--- src/rtl/alu_logic_pkg.sv ---
// Shared encodings for the ALU logic/shift unit: opcodes, FSM states and shift kinds.
package alu_logic_pkg;

  localparam logic [2:0] OP_AND     = 3'b000;
  localparam logic [2:0] OP_OR      = 3'b001;
  localparam logic [2:0] OP_NOR     = 3'b010;
  localparam logic [2:0] OP_XOR     = 3'b011;
  localparam logic [2:0] OP_SLL     = 3'b100;
  localparam logic [2:0] OP_SRL     = 3'b101;
  localparam logic [2:0] OP_SRA     = 3'b110;
  localparam logic [2:0] OP_ILLEGAL = 3'b111;

  typedef enum logic [1:0] {
    IDLE,
    SHIFT,
    DONE
  } state_e;

  typedef enum logic [1:0] {
    SH_SLL,
    SH_SRL,
    SH_SRA
  } shift_kind_e;

  function automatic logic is_shift_op(logic [2:0] op);
    return (op == OP_SLL) || (op == OP_SRL) || (op == OP_SRA);
  endfunction

  function automatic shift_kind_e op_to_kind(logic [2:0] op);
    case (op)
      OP_SRL:  return SH_SRL;
      OP_SRA:  return SH_SRA;
      default: return SH_SLL;
    endcase
  endfunction

endpackage

--- src/rtl/alu_shift_step.sv ---
// Combinational single-step shifter; SRA replicates the MSB of the incoming value,
// which for an iterative SRA always equals the originally captured sign bit.
module alu_shift_step import alu_logic_pkg::*; #(
  parameter int unsigned REG_SIZE = 32,
  parameter int unsigned SHAMT_W  = $clog2(REG_SIZE)
) (
  input  logic [REG_SIZE-1:0] value,
  input  logic [SHAMT_W-1:0]  k,
  input  logic [1:0]          kind,
  output logic [REG_SIZE-1:0] shifted
);

  always_comb begin
    shifted = value;
    case (kind)
      SH_SLL:  shifted = value << k;
      SH_SRL:  shifted = value >> k;
      SH_SRA:  shifted = $signed(value) >>> k;
      default: shifted = value;
    endcase
  end

endmodule

--- src/rtl/alu_logic_unit.sv ---
// Handshaked logic/shift unit: single-cycle bitwise ops, iterative shifts of up to
// SHIFT_STEP bits per cycle, result held in DONE until the consumer takes it.
module alu_logic_unit import alu_logic_pkg::*; #(
  parameter int unsigned REG_SIZE   = 32,
  parameter int unsigned SHIFT_STEP = 4,
  localparam int unsigned SHAMT_W   = $clog2(REG_SIZE)
) (
  input  logic                clk,
  input  logic                rst,
  input  logic                in_valid,
  output logic                in_ready,
  input  logic [2:0]          op,
  input  logic [REG_SIZE-1:0] A,
  input  logic [REG_SIZE-1:0] B,
  input  logic [SHAMT_W-1:0]  shamt,
  output logic                out_valid,
  input  logic                out_ready,
  output logic [REG_SIZE-1:0] out,
  output logic                zero,
  output logic                err
);

  localparam logic [SHAMT_W-1:0] STEP = SHAMT_W'(SHIFT_STEP);

  state_e              state;
  logic [REG_SIZE-1:0] work;
  logic [SHAMT_W-1:0]  remaining;
  logic [1:0]          kind;
  logic [SHAMT_W-1:0]  step_k;
  logic [REG_SIZE-1:0] shifted;
  logic [REG_SIZE-1:0] bitwise_res;
  logic                accept;

  // In DONE a new op is only taken while the current result is being consumed.
  assign in_ready  = !rst && ((state == IDLE) || ((state == DONE) && out_ready));
  assign out_valid = (state == DONE);
  assign accept    = in_valid && in_ready;
  assign step_k    = (remaining > STEP) ? STEP : remaining;

  always_comb begin
    bitwise_res = '0;
    case (op)
      OP_AND:  bitwise_res = A & B;
      OP_OR:   bitwise_res = A | B;
      OP_NOR:  bitwise_res = ~(A | B);
      OP_XOR:  bitwise_res = A ^ B;
      default: bitwise_res = '0;
    endcase
  end

  alu_shift_step #(
    .REG_SIZE (REG_SIZE),
    .SHAMT_W  (SHAMT_W)
  ) u_shift_step (
    .value   (work),
    .k       (step_k),
    .kind    (kind),
    .shifted (shifted)
  );

  always_ff @(posedge clk or posedge rst) begin
    if (rst) begin
      state     <= IDLE;
      work      <= '0;
      remaining <= '0;
      kind      <= SH_SLL;
      out       <= '0;
      zero      <= 1'b0;
      err       <= 1'b0;
    end else begin
      unique case (state)
        IDLE, DONE: begin
          if (accept) begin
            if (is_shift_op(op)) begin
              work      <= A;
              remaining <= shamt;
              kind      <= op_to_kind(op);
              if (shamt == '0) begin
                out   <= A;
                zero  <= (A == '0);
                err   <= 1'b0;
                state <= DONE;
              end else begin
                state <= SHIFT;
              end
            end else begin
              out   <= bitwise_res;
              zero  <= (bitwise_res == '0);
              err   <= (op == OP_ILLEGAL);
              state <= DONE;
            end
          end else if ((state == DONE) && out_ready) begin
            state <= IDLE;
          end
        end
        SHIFT: begin
          work      <= shifted;
          remaining <= remaining - step_k;
          if (remaining == step_k) begin
            out   <= shifted;
            zero  <= (shifted == '0);
            err   <= 1'b0;
            state <= DONE;
          end
        end
        default: state <= IDLE;
      endcase
    end
  end

endmodule

--- config.mk ---
export PLATFORM = sky130hd
export DESIGN_NAME = alu_logic_unit
export DESIGN_NICKNAME = d
export VERILOG_FILES = /design/src/rtl/alu_logic_pkg.sv /design/src/rtl/alu_shift_step.sv /design/src/rtl/alu_logic_unit.sv
export SDC_FILE = /design/constraint.sdc
export NUM_CORES = 1
export LEC_CHECK = 0
export ABC_AREA = 1
export BUFFER_PORTS_ARGS = -buffer_cell sky130_fd_sc_hd__buf_2
export CAP_MARGIN = 15
export CELL_PAD_IN_SITES_DETAIL_PLACEMENT = 0
export CELL_PAD_IN_SITES_GLOBAL_PLACEMENT = 1
export CORE_ASPECT_RATIO = 1.75
export CORE_MARGIN = 1.5
export CORE_UTILIZATION = 41
export CTS_CLUSTER_SIZE = 24
export DETAILED_ROUTE_END_ITERATION = 10
export PLACE_DENSITY = 0.87
export SYNTH_ARGS = -nofsm -noshare
export SYNTH_HDL_FRONTEND = slang
export SYNTH_SLANG_ARGS = --single-unit
--- constraint.sdc ---
create_clock -name clk -period 2.85 [get_ports clk]
set_clock_uncertainty 0.05 [all_clocks]
set_input_delay 0.7125 -clock clk [delete_from_list [all_inputs] [get_ports clk]]
set_output_delay 0.7125 -clock clk [all_outputs]
set_load 0.02 [all_outputs]
# Word level (Yosys, flattened, before mapping)
# Index checks and enable logic that the tools add are counted.
dict set report totals {
  regBits 75
  rom_bits 0
  n_memories 0
  ramBits 0
  latchBits 0
  elab_cells 84
}
dict set report classes {
  n_lt_le_gt_ge 1
  bitwise_logic 4
  div_mod_pow 0
  shift 3
  multipliers 0
  n_mux 31
  n_reduce_logical 20
  n_eq_ne 17
  n_addsub 1
}
# operator n
set op_table {}
lappend op_table {{32-bit two-way mux} 6}
lappend op_table {{32-bit one-hot mux with 2 select lines} 2}
lappend op_table {{32-bit one-hot mux with 4 select lines} 1}
lappend op_table {{32-bit logical NOT} 3}
lappend op_table {{32-bit one-hot mux with 3 select lines} 1}
lappend op_table {{32-bit bitwise AND} 1}
lappend op_table {{32-bit NOT} 1}
lappend op_table {{32-bit bitwise OR} 1}
lappend op_table {{32-bit by 5-bit << shifter with 32-bit output} 1}
lappend op_table {{32-bit by 5-bit right shift with 32-bit output} 1}
lappend op_table {{32-bit by 5-bit >>> shifter with 32-bit output} 1}
lappend op_table {{32-bit XOR} 1}
lappend op_table {{5-bit two-way mux} 3}
lappend op_table {{3-bit == test (second input constant)} 4}
lappend op_table {{2-bit two-way mux} 5}
lappend op_table {{5-bit one-hot mux with 2 select lines} 1}
lappend op_table {{1-bit two-way mux} 8}
lappend op_table {{2-bit one-hot mux with 2 select lines} 2}
lappend op_table {{3-bit by 2-bit == test with 1-bit output (second input constant)} 2}
lappend op_table {{2-bit != test (second input constant)} 3}
lappend op_table {{3-bit != test (second input constant)} 2}
lappend op_table {{3-bit AND reduction} 2}
lappend op_table {{5-bit == test} 1}
lappend op_table {{5-bit by 3-bit greater-than comparator with 1-bit output (second input constant)} 1}
lappend op_table {{15 further kinds} 23}

# Longest topological paths before layout
# Gate-level depths: netlist of run 1.
dict set report logic_depth {
  ltp_word 7
  depth_mapped 18
  ltp_nobuf 17
}

# Modules after synthesis
# From an unflattened synthesis of run 1, not the netlist that was laid out.
dict set report unflattened {
  cells_unflattened 1711
  hier_area_um2 9860.7
}
# module area_per_inst_um2 cells_per_inst n_inst
set by_module_without_submodules {}
lappend by_module_without_submodules {alu_logic_unit 5970.7 861 1}
lappend by_module_without_submodules {alu_shift_step 3890.0 850 1}

# Worst setup path before layout of run 1
# Ideal clock, no wire load.
dict set report synth_timing {
  kind {input to register}
  startpoint {input port out_ready}
  endpoint {register work[0]}
  path_stages 8
  setup_ns 0.142
  setup_slack_ns 0.308
  path_buffers 1
  arrival_time_ns 2.349
  required_ns 2.658
  path_cell_list {inv_1 a211oi_1 nand2_1 nor2_1 nor2_1 inv_1 buf_2 o221ai_1}
}
dict set report synth_via {
  elab_chain_len 6
}
# element line
set synth_lines {}
lappend synth_lines {{start: declaration} alu_logic_unit.sv:17} ;# input logic out_ready,
lappend synth_lines {{1-bit logical AND} alu_logic_unit.sv:35} ;# assign in_ready = !rst && ((state == IDLE) || ((state == DONE) && out_ready));
lappend synth_lines {{1-bit logical OR} alu_logic_unit.sv:35}
lappend synth_lines {{1-bit logical AND} alu_logic_unit.sv:35}
lappend synth_lines {{net in_ready} alu_logic_unit.sv:11} ;# output logic in_ready,
lappend synth_lines {{1-bit logical AND} alu_logic_unit.sv:37} ;# assign accept = in_valid && in_ready;
lappend synth_lines {{2-bit != test (no line)} --}
lappend synth_lines {{3-bit AND reduction (no line)} --}
lappend synth_lines {{end signal: assignment} alu_logic_unit.sv:97} ;# work <= shifted;
lappend synth_lines {{end: declaration} alu_logic_unit.sv:26} ;# logic [REG_SIZE-1:0] work;
# The timed path passes the listed nets, and every way through them passes these cells.
# A chain may end at the register's enable or synchronous reset.

# Worst setup path in the final report of run 1
dict set report layout_timing {
  startpoint {register remaining[4]}
  endpoint {register zero}
}
dict set report layout_via {
  elab_chain_len 7
  elab_cells_between_ends 12
  classes_between {order compare: 1; eq/ne: 2; shift: 3; mux: 4; reduce/logical: 2}
}
# element line
set layout_lines {}
lappend layout_lines {{start: declaration} alu_logic_unit.sv:27} ;# logic [SHAMT_W-1:0] remaining;
lappend layout_lines {{start signal: assignment} alu_logic_unit.sv:76} ;# remaining <= shamt;
lappend layout_lines {{start signal: assignment} alu_logic_unit.sv:98} ;# remaining <= remaining - step_k;
lappend layout_lines {{5-bit by 3-bit greater-than comparator with 1-bit output} alu_logic_unit.sv:38} ;# assign step_k = (remaining > STEP) ? STEP : remaining;
lappend layout_lines {{5-bit two-way mux} alu_logic_unit.sv:38}
lappend layout_lines {{32-bit by 5-bit >>> shifter with 32-bit output, or another cell as far along} alu_shift_step.sv:18} ;# SH_SRA: shifted = $signed(value) >>> k;
lappend layout_lines {{32-bit one-hot mux with 3 select lines} alu_shift_step.sv:15} ;# case (kind)
lappend layout_lines {{32-bit logical NOT} alu_logic_unit.sv:101} ;# zero <= (shifted == '0);
lappend layout_lines {{1-bit two-way mux} alu_logic_unit.sv:99} ;# if (remaining == step_k) begin
lappend layout_lines {{1-bit one-hot mux with 2 select lines} alu_logic_unit.sv:71} ;# unique case (state)
lappend layout_lines {{end signal: assignment} alu_logic_unit.sv:80} ;# zero <= (A == '0);
lappend layout_lines {{end signal: assignment} alu_logic_unit.sv:88} ;# zero <= (bitwise_res == '0);
lappend layout_lines {{end signal: assignment} alu_logic_unit.sv:101}
lappend layout_lines {{end: declaration} alu_logic_unit.sv:19} ;# output logic zero,
# Parallel ways exist; a longest one is shown, timed or not. The select of a mux whose other input is x is not followed.

==> results.cfg, run 1 <==
[status]
status = finished, final reports clean

[drt]
firstDrtPassIters = 6
ant_nets = 0
drc = 0
route.detailed.wl_per_inst_um = 18.7
drtIter0Drc = 853
vias = 10200
via_per_inst = 5.84
drt-total-wl_um = 32600

[run]
cap_violations = 0

[grt]
grt_overflow_total = 0
grt_max_degree = 60
grtUsageMet1 = 0.358
grt_pass1_vias = 9859
grt_usage = 0.301
grt_pass1_wl_um = 52400
grtUsageMet2 = 0.541
antenna_found_initial = 0
busiest_layer = met2
use_met3 = 0.0179

[worst_setup_path]
cpLargestDelayFamily = simple AND/OR/NAND/NOR gates
reg2reg_from = remaining[4]$_DFFE_PP0P_
critPathCapture = zero$_DFFE_PP0P_
reg2reg_depth = 15
worstSetupPathType = flip-flop to flip-flop
path_max_fanout = 27
worst_ep_required_time_ns = 3.02
worstSetupStartpointType = flip-flop
rrSetupSlack_ns = 0.27
cp_common_cell = nor2_1
cp-end-kind = flip-flop
crit_arrival_ns = 2.75
crit_chain = nor2_8 > nand2_4 > nor2_8 > buf_12 > nand3_1 > nand3_1 > nand2_1 > nor2_1 > nor2_1 > nand3_1 > nor2_1 > nand2_1 > nor2_1 > nand2_1 > a21oi_2
critPathLaunch = remaining[4]$_DFFE_PP0P_
timing.rr.end = zero$_DFFE_PP0P_
critPathBufInv = 1
worst-path-stages = 15
slowest_stage = dfrtp_1
cp_slowest_stage_delay_ns = 0.45

[floorplan]
die_area_sq_um = 21600
core_region_area_sq_um = 20300
rows = 69
io-pin-count = 112
start_util = 0.418
dieHeight_um = 193
dieWidth_um = 112

[synthesis]
avgSynthCellArea_sq_um = 6.09
yosysSeqAreaShare = 0.221
synth_top_area_share = 0.221
async_reset_ff_frac = 1.00
synth_edf_count = 0
synthCells = 1393
netlist_area_sq_um = 8490
synth.area.top_cells = dfrtp_1 22%, nand3_1 15%, nand2_1 14%, ha_1 9.6%, nor2_1 7.0%
ys.flop_type = dfrtp_1
yosysUniqueCellTypes = 42
synth.largest_area_cell = dfrtp_1
yosysWarnings = 0
ys_ff_latch = 75
syn-num-nets = 1534

[clock_tree]
clock_path_buffers = 2
cts_tree = yes
htreeDepth = 3
cts_resized = 0
clockRootBuffer = clkbuf_16
cts.sinks = 75
clk_pin_slew_ns = 0.06
ctsHoldBuffers = 0
numCtsBuffers = 9
post_cts_buffers = 0
clk_latency_ns = 0.34

[power]
total_leakage_power_nw = 5.02
power_density_nw_per_um2 = 1020
vdd_ir_drop_max_mv = 0.422

[sta]
fin_crit_sh = 0.905
rsz0062_at_grt = false
worst_slew_pin_slew_ns = 0.616
slew_headroom = 0.586
slew_viol_final = 0
finalHoldViolCount = 0
fin_crit_ns = 2.58
fin_setup_tns_ns = 0
final-setup-viol-count = 0
clock.fmax_mhz = 388

[cells_and_area]
n_antenna_cell = 0
utilization = 0.481
final_layout_size_suffix_gt1_frac = 0.133
nNetsFinal = 1627
area_delta_synth_final_pct = 14.9

[worst_hold_path]
hold_class = input port to asynchronous set/reset pin

[placement]
gp_congestion = 0.944
port_buffers = 111
place_hpwl_um = 25900
-- worst min path at each step --
stage                     slack (ns)                    to  cells after the start                 start
after detailed placement        0.44       err$_DFFE_PP0P_                      2       err$_DFFE_PP0P_
after CTS                       0.42   out[21]$_DFFE_PP0P_                      2                   rst
after global placement          0.45       err$_DFFE_PP0P_                      2       err$_DFFE_PP0P_
after global routing            0.45  work[23]$_DFFE_PP0P_                      2                   rst
after floorplan                 0.44  state[1]$_DFFE_PP0P_                      2  state[1]$_DFFE_PP0P_
final                           0.40   out[21]$_DFFE_PP0P_                      2                   rst
-- flip-flops by register name (all words and copies together), names as in the netlist --
register	cells
err	1
kind	2
out	32
remaining	5
state	2
work	32
zero	1
-- power breakdown --
part           internal, mW  total, mW  switching (mW)
combinational          2.10       6.85            4.76
sequential             1.58       1.92           0.343
clock                 0.697       1.14           0.440
-- per-layer routing --
layer / up-vias / wire [um]
met2: 453 / 17000
met3: 91 / 1860
met1: 4740 / 12300
met4: 0 / 1470
met5: - / 0
li1: 4872 / -
-- cell type report --
class | instances | area [sq um]
fillers | 2160 | 10500
clock inverters | 5 | 52.6
multi-input cells | 1087 | 5640
repair buffers | 161 | 1070
flip-flops and latches | 75 | 1880
inverters | 152 | 571
well taps | 248 | 310
clock buffers | 11 | 243
-- cell usage after synthesis (all sizes together) (8+ instances only) --
| library cell | instances |
|---|---|
| a21oi | 69 |
| ha | 65 |
| nand3 | 259 |
| o21ai | 100 |
| inv | 150 |
| nand4 | 46 |
| o211ai | 21 |
| a211oi | 8 |
| nor2 | 162 |
| clkbuf | 33 |
| buf | 46 |
| dfrtp | 75 |
| nand2 | 320 |
| o221ai | 9 |
-- cells by family after synthesis --
| logic type | synth area share |
|---|---|
| other | 0.000442 |
| flip-flops | 0.221 |
| AND/OR/NAND/NOR | 0.413 |
| buffers and inverters | 0.117 |
| AO/OA/AOI/OAI | 0.152 |
| XOR/XNOR | 0.00103 |
| adder cells (fa/ha/maj) | 0.0958 |
-- cells in the final DEF, fill, tap and decap left out, types with 11 or more instances in the layout --
cell type | netlist | final
a21oi_1 | 68 | 68
buf_12 | 0 | 11
buf_2 | 30 | 111
buf_4 | 5 | 39
dfrtp_1 | 75 | 75
ha_1 | 65 | 65
inv_1 | 144 | 143
nand2_1 | 317 | 317
nand3_1 | 258 | 258
nand4_1 | 46 | 46
nor2_1 | 158 | 154
o211ai_1 | 21 | 21
o21ai_0 | 97 | 97
-- metrics by stage --
| stage | std cells | area [sq um] | power (mW) | setup WS (ns) | hold slack, ns |
|---|---|---|---|---|---|
| 2_1_floorplan | 1393 | 8490 | 6.42 | 0.178 | 0.443 |
| 3_3_place_gp | 1723 | 9460 | 8.61 | 0.280 | 0.446 |
| 3_5_place_dp | 1723 | 9460 | 8.64 | 0.260 | 0.440 |
| 4_1_cts | 1739 | 9760 | 9.80 | 0.279 | 0.424 |
| 5_1_grt | 1739 | 9760 | 10.7 | 0.115 | 0.454 |
| 6_report | 1739 | 9760 | 9.91 | 0.272 | 0.400 |
Note: power is estimated with default switching activity, not from simulation.
==> run 2, diff against run 1 <==
==> constraint.sdc (replaced) <==
create_clock -name clk -period 2.85 [get_ports clk]
set_clock_uncertainty 0.05 [all_clocks]
set_input_delay 0.1425 -clock clk [delete_from_list [all_inputs] [get_ports clk]]
set_output_delay 0.1425 -clock clk [all_outputs]
set_load 0.02 [all_outputs]
==> results.cfg, run 2 (synthesis results as in run 1) <==
[grt]
grt_pass1_wl_um = 51500
grt_max_degree = 49
grt_pass1_vias = 9718
grt_usage = 0.297
antenna_found_initial = 0
grt_overflow_total = 0

[power]
vdd_ir_drop_max_mv = 0.504
p_comb_frac = 0.686
power_density_nw_per_um2 = 1030
p_clk_frac = 0.123
p_sw_mw = 5.57
intPower_mw = 4.48
p_seq_frac = 0.191
swShare = 0.554
total_leakage_power_nw = 5.02

[placement]
place_area_sq_um = 9430
placedCellCount = 1723
preCtsSetupSlack_ns = 0.234
port_buffers = 111
place_hpwl_um = 26000
gp_congestion = 0.964

[floorplan]
dieWidth_um = 112
rows = 69
die_area_sq_um = 21600
core_region_area_sq_um = 20300
io-pin-count = 112
start_util = 0.418
dieHeight_um = 193

[worst_setup_path]
cp_common_cell = nand2_1
cp_slowest_stage_delay_ns = 0.64
slowest_stage = o21ai_0
worst_ep_required_time_ns = 2.97
path_max_fanout = 48
crit_arrival_ns = 2.84
crit_chain = inv_1 > nand2_1 > nor2_4 > nand2_2 > buf_12 > buf_4 > nand3_1 > nand2_1 > nand2_1 > nand3_1 > o21ai_0 > a22oi_1
worstSetupPathType = flip-flop to flip-flop
cp-end-kind = flip-flop
worstSetupStartpointType = flip-flop

[cells_and_area]
fin_area_sq_um = 9760
mostFrequentLayoutCell = nand2_1
n_antenna_cell = 0
nNetsFinal = 1628
final_layout_size_suffix_gt1_frac = 0.132
reg_top3 = out (32), work (32), remaining (5)
finalNonFillerCells = 1740
area_delta_synth_final_pct = 14.9
layout_common_cells = 317 x nand2_1, 258 x nand3_1, 154 x nor2_1, 143 x inv_1, 111 x buf_2

[sta]
whs_ns = 0.0260
rsz0062_at_grt = false
worst_slew_pin_slew_ns = 0.762
finalHoldViolCount = 0
fin_ws_ns = 0.122
fin_setup_tns_ns = 0
final-setup-viol-count = 0
slew_viol_final = 0
slew_headroom = 0.491
fin_crit_ns = 2.73
fin_crit_sh = 0.957
clock.fmax_mhz = 367

[clock_tree]
clock_path_buffers = 2
clk_pin_slew_ns = 0.06
numCtsBuffers = 9
clockRootBuffer = clkbuf_16
cts_tree = yes
post_cts_buffers = 0
clk_latency_ns = 0.33
cts.sinks = 75
htreeDepth = 3

[drt]
drt-total-wl_um = 32400
vias = 10200
via_per_inst = 5.84
drc = 0
drtIter0Drc = 719
route.detailed.wl_per_inst_um = 18.6
ant_nets = 0
firstDrtPassIters = 8

[status]
status = finished, final reports clean

[worst_hold_path]
hold_class = input port to flip-flop

[run]
cap_violations = 0
run 2: layer usage:
metal,GRT usage,vias up,share of wire
met4,0.182,0,0.065
met5,0,-,0
met1,0.342,4715,0.38
met2,0.529,459,0.51
li1,-,4880,-
met3,0.0229,115,0.050
run 2: cell type report:
type / count / area (sq um)
clock buffer: 12 / 246
inverter: 152 / 571
sequential: 75 / 1880
clock inverter: 4 / 73.8
tap: 248 / 310
timing repair buffer: 162 / 1040
multi-input combinational: 1087 / 5640
fill: 2132 / 10500
run 2: final timing paths:
kind / slack, ns / end / cells past startpoint / start
min in group asynchronous: 0.45 / work[23]$_DFFE_PP0P_ / 3 / rst
worst max-delay path: 0.12 / work[15]$_DFFE_PP0P_ / 12 / remaining[4]$_DFFE_PP0P_
max in group asynchronous: 1.58 / out[11]$_DFFE_PP0P_ / 4 / rst
worst max register to register: 0.12 / work[15]$_DFFE_PP0P_ / 12 / remaining[4]$_DFFE_PP0P_
worst min-delay path: 0.03 / remaining[0]$_DFFE_PP0P_ / 3 / shamt[0]
worst min register to register: 0.47 / out[23]$_DFFE_PP0P_ / 2 / out[23]$_DFFE_PP0P_
run 2: repair_timing:
| item | 4_1_cts | 5_1_grt |
|---|---|---|
| hold endpoints to repair | 32 | 0 |
| hold buffers | 1 | 0 |
| gates resized for setup | 0 | 1 |
| setup endpoints to repair | 0 | 1 |
run 2: power by group through the flow:
stage | Combinational, mW | Sequential, mW | Clock, mW
2_1_floorplan | 4.29 | 2.13 | 0
3_3_place_gp | 6.73 | 1.93 | 0
3_5_place_dp | 6.75 | 1.93 | 0
4_1_cts | 6.77 | 1.92 | 1.23
5_1_grt | 7.55 | 1.98 | 1.28
6_report | 6.89 | 1.92 | 1.23
run 2: worst max-delay path, delay by kind of cell (launching register included):
kind	cells	cell delay [ns]
flip-flops	1	0.45
buffers and inverters	3	0.49
AO/OA/AOI/OAI	2	0.80
AND/OR/NAND/NOR	7	0.75
run 2: per-stage QoR:
stage / util / power, mW
floorplan: - / 6.42
global placement: 0.465 / 8.66
detailed placement: 0.465 / 8.68
CTS: 0.481 / 9.92
global route: 0.481 / 10.8
finish: 0.481 / 10.0
==> run 3, diff against run 2 <==
RECOVER_POWER = 100   (was not set)
==> results.cfg, run 3 (synthesis results as in run 1) <==
[run]
cap_violations = 0

[placement]
preCtsSetupSlack_ns = 0.234
place_area_sq_um = 9430
port_buffers = 111
gp_congestion = 0.964
place_hpwl_um = 26000

[drt]
drc = 0
drt-total-wl_um = 32500
route.detailed.wl_per_inst_um = 18.7
via_per_inst = 5.84
firstDrtPassIters = 7
vias = 10200
drtIter0Drc = 744
ant_nets = 0

[cells_and_area]
layout_common_cells = 318 x nand2_1, 258 x nand3_1, 155 x nor2_1, 144 x inv_1, 98 x o21ai_0
regArea_sq_um = 1880
area_delta_synth_final_pct = 13.9
num-fill-cells = 2158
final_layout_size_suffix_gt1_frac = 0.103
mostFrequentLayoutCell = nand2_1
fin_area_sq_um = 9670
nNetsFinal = 1628
n_antenna_cell = 0
multi_input_area_sq_um = 5620
reg_top3 = out (32), work (32), remaining (5)

[clock_tree]
cts.sinks = 75
numCtsBuffers = 9
post_cts_buffers = 0
htreeDepth = 3
clk_latency_ns = 0.33
clock_path_buffers = 2
clockRootBuffer = clkbuf_16
clk_pin_slew_ns = 0.06
cts_tree = yes

[power]
power_mw = 9.98
power_density_nw_per_um2 = 1030
vdd_ir_drop_max_mv = 0.502
total_leakage_power_nw = 4.91

[worst_setup_path]
rrSetupSlack_ns = 0.11
cp-end-kind = flip-flop
path_max_fanout = 48
timing.rr.end = work[15]$_DFFE_PP0P_
critPathCapture = work[15]$_DFFE_PP0P_
reg2reg_depth = 12
crit_arrival_ns = 2.86
critPathLaunch = remaining[4]$_DFFE_PP0P_
worst_ep_required_time_ns = 2.96
worstSetupPathType = flip-flop to flip-flop
reg2reg_from = remaining[4]$_DFFE_PP0P_
worstSetupStartpointType = flip-flop

[sta]
finalHoldViolCount = 0
fin_ws_ns = 0.110
fin_setup_tns_ns = 0
slew_headroom = 0.113
fin_crit_sh = 0.961
final-setup-viol-count = 0
worst_slew_pin_slew_ns = 1.33
slew_viol_final = 0
rsz0062_at_grt = false
clock.fmax_mhz = 365
fin_crit_ns = 2.74

[worst_hold_path]
hold_class = input port to flip-flop

[floorplan]
dieWidth_um = 112
core_region_area_sq_um = 20300
start_util = 0.418
die_area_sq_um = 21600
dieHeight_um = 193
rows = 69
io-pin-count = 112

[grt]
grt_pass1_wl_um = 51500
grt_pass1_vias = 9718
antenna_found_initial = 0
grt_max_degree = 49
grt_overflow_total = 0
grt_usage = 0.297

[status]
status = finished, final reports clean
==> run 3: cell count changes in the layout (fill, tap and decap cells not counted), sizes merged <==
cell,previous run,this run
inv,150,149
clkbuf,12,53
buf,161,120
clkinv,4,5
==> run 3: worst min path at each step <==
stage,start,end,slack [ns],cells after the start
detailed placement,rst,work[23]$_DFFE_PP0P_,0.27,2
global route,shamt[0],remaining[0]$_DFFE_PP0P_,0.03,3
finish,shamt[0],remaining[0]$_DFFE_PP0P_,0.02,3
floorplan,shamt[0],remaining[0]$_DFFE_PP0P_,0.21,2
CTS,shamt[0],remaining[0]$_DFFE_PP0P_,0.01,3
global placement,rst,work[27]$_DFFE_PP0P_,0.26,2
==> run 3: worst max-delay path: stages (launching register included) <==
cell	delay [ns]
dfrtp_1	0.45
inv_1	0.11
nand2_1	0.08
nor2_4	0.13
nand2_2	0.08
buf_12	0.19
buf_4	0.20
nand3_1	0.11
nand2_1	0.10
nand2_1	0.07
nand3_1	0.19
o21ai_0	0.64
a22oi_1	0.16
==> run 3: metrics by stage <==
step                hold slack, ns  instances   util
floorplan                    0.209       1393      -
global placement             0.265       1723  0.465
detailed placement           0.268       1723  0.465
CTS                         0.0129       1740  0.481
global route                0.0305       1740  0.477
finish                      0.0229       1740  0.477
==> run 3: final cells by class <==
type	instances	area share
clock buffers	12	0.0255
clock inverters	4	0.00763
well taps	248	0.0321
multi-input cells	1087	0.582
inverters	152	0.0590
repair buffers	162	0.100
flip-flops and latches	75	0.194
==> run 3: what timing repair did <==
item / 4_1_cts / 5_1_grt
resized for setup: 0 / 1
endpoints found under the setup margin: 0 / 1
hold buffers: 1 / 0
endpoints found under the hold margin: 32 / 0
==> run 3: per-layer routing <==
layer / share of wire / track usage / vias up
met4: 0.061 / 0.182 / 0
li1: - / - / 4876
met3: 0.050 / 0.0229 / 110
met5: 0 / 0 / -
met1: 0.38 / 0.342 / 4702
met2: 0.51 / 0.529 / 481
==> run 3: power by group <==
| part | internal, mW | switching, mW | total [mW] |
|---|---|---|---|
| Combinational | 2.02 | 4.78 | 6.81 |
| Clock | 0.792 | 0.444 | 1.24 |
| Sequential | 1.58 | 0.356 | 1.93 |
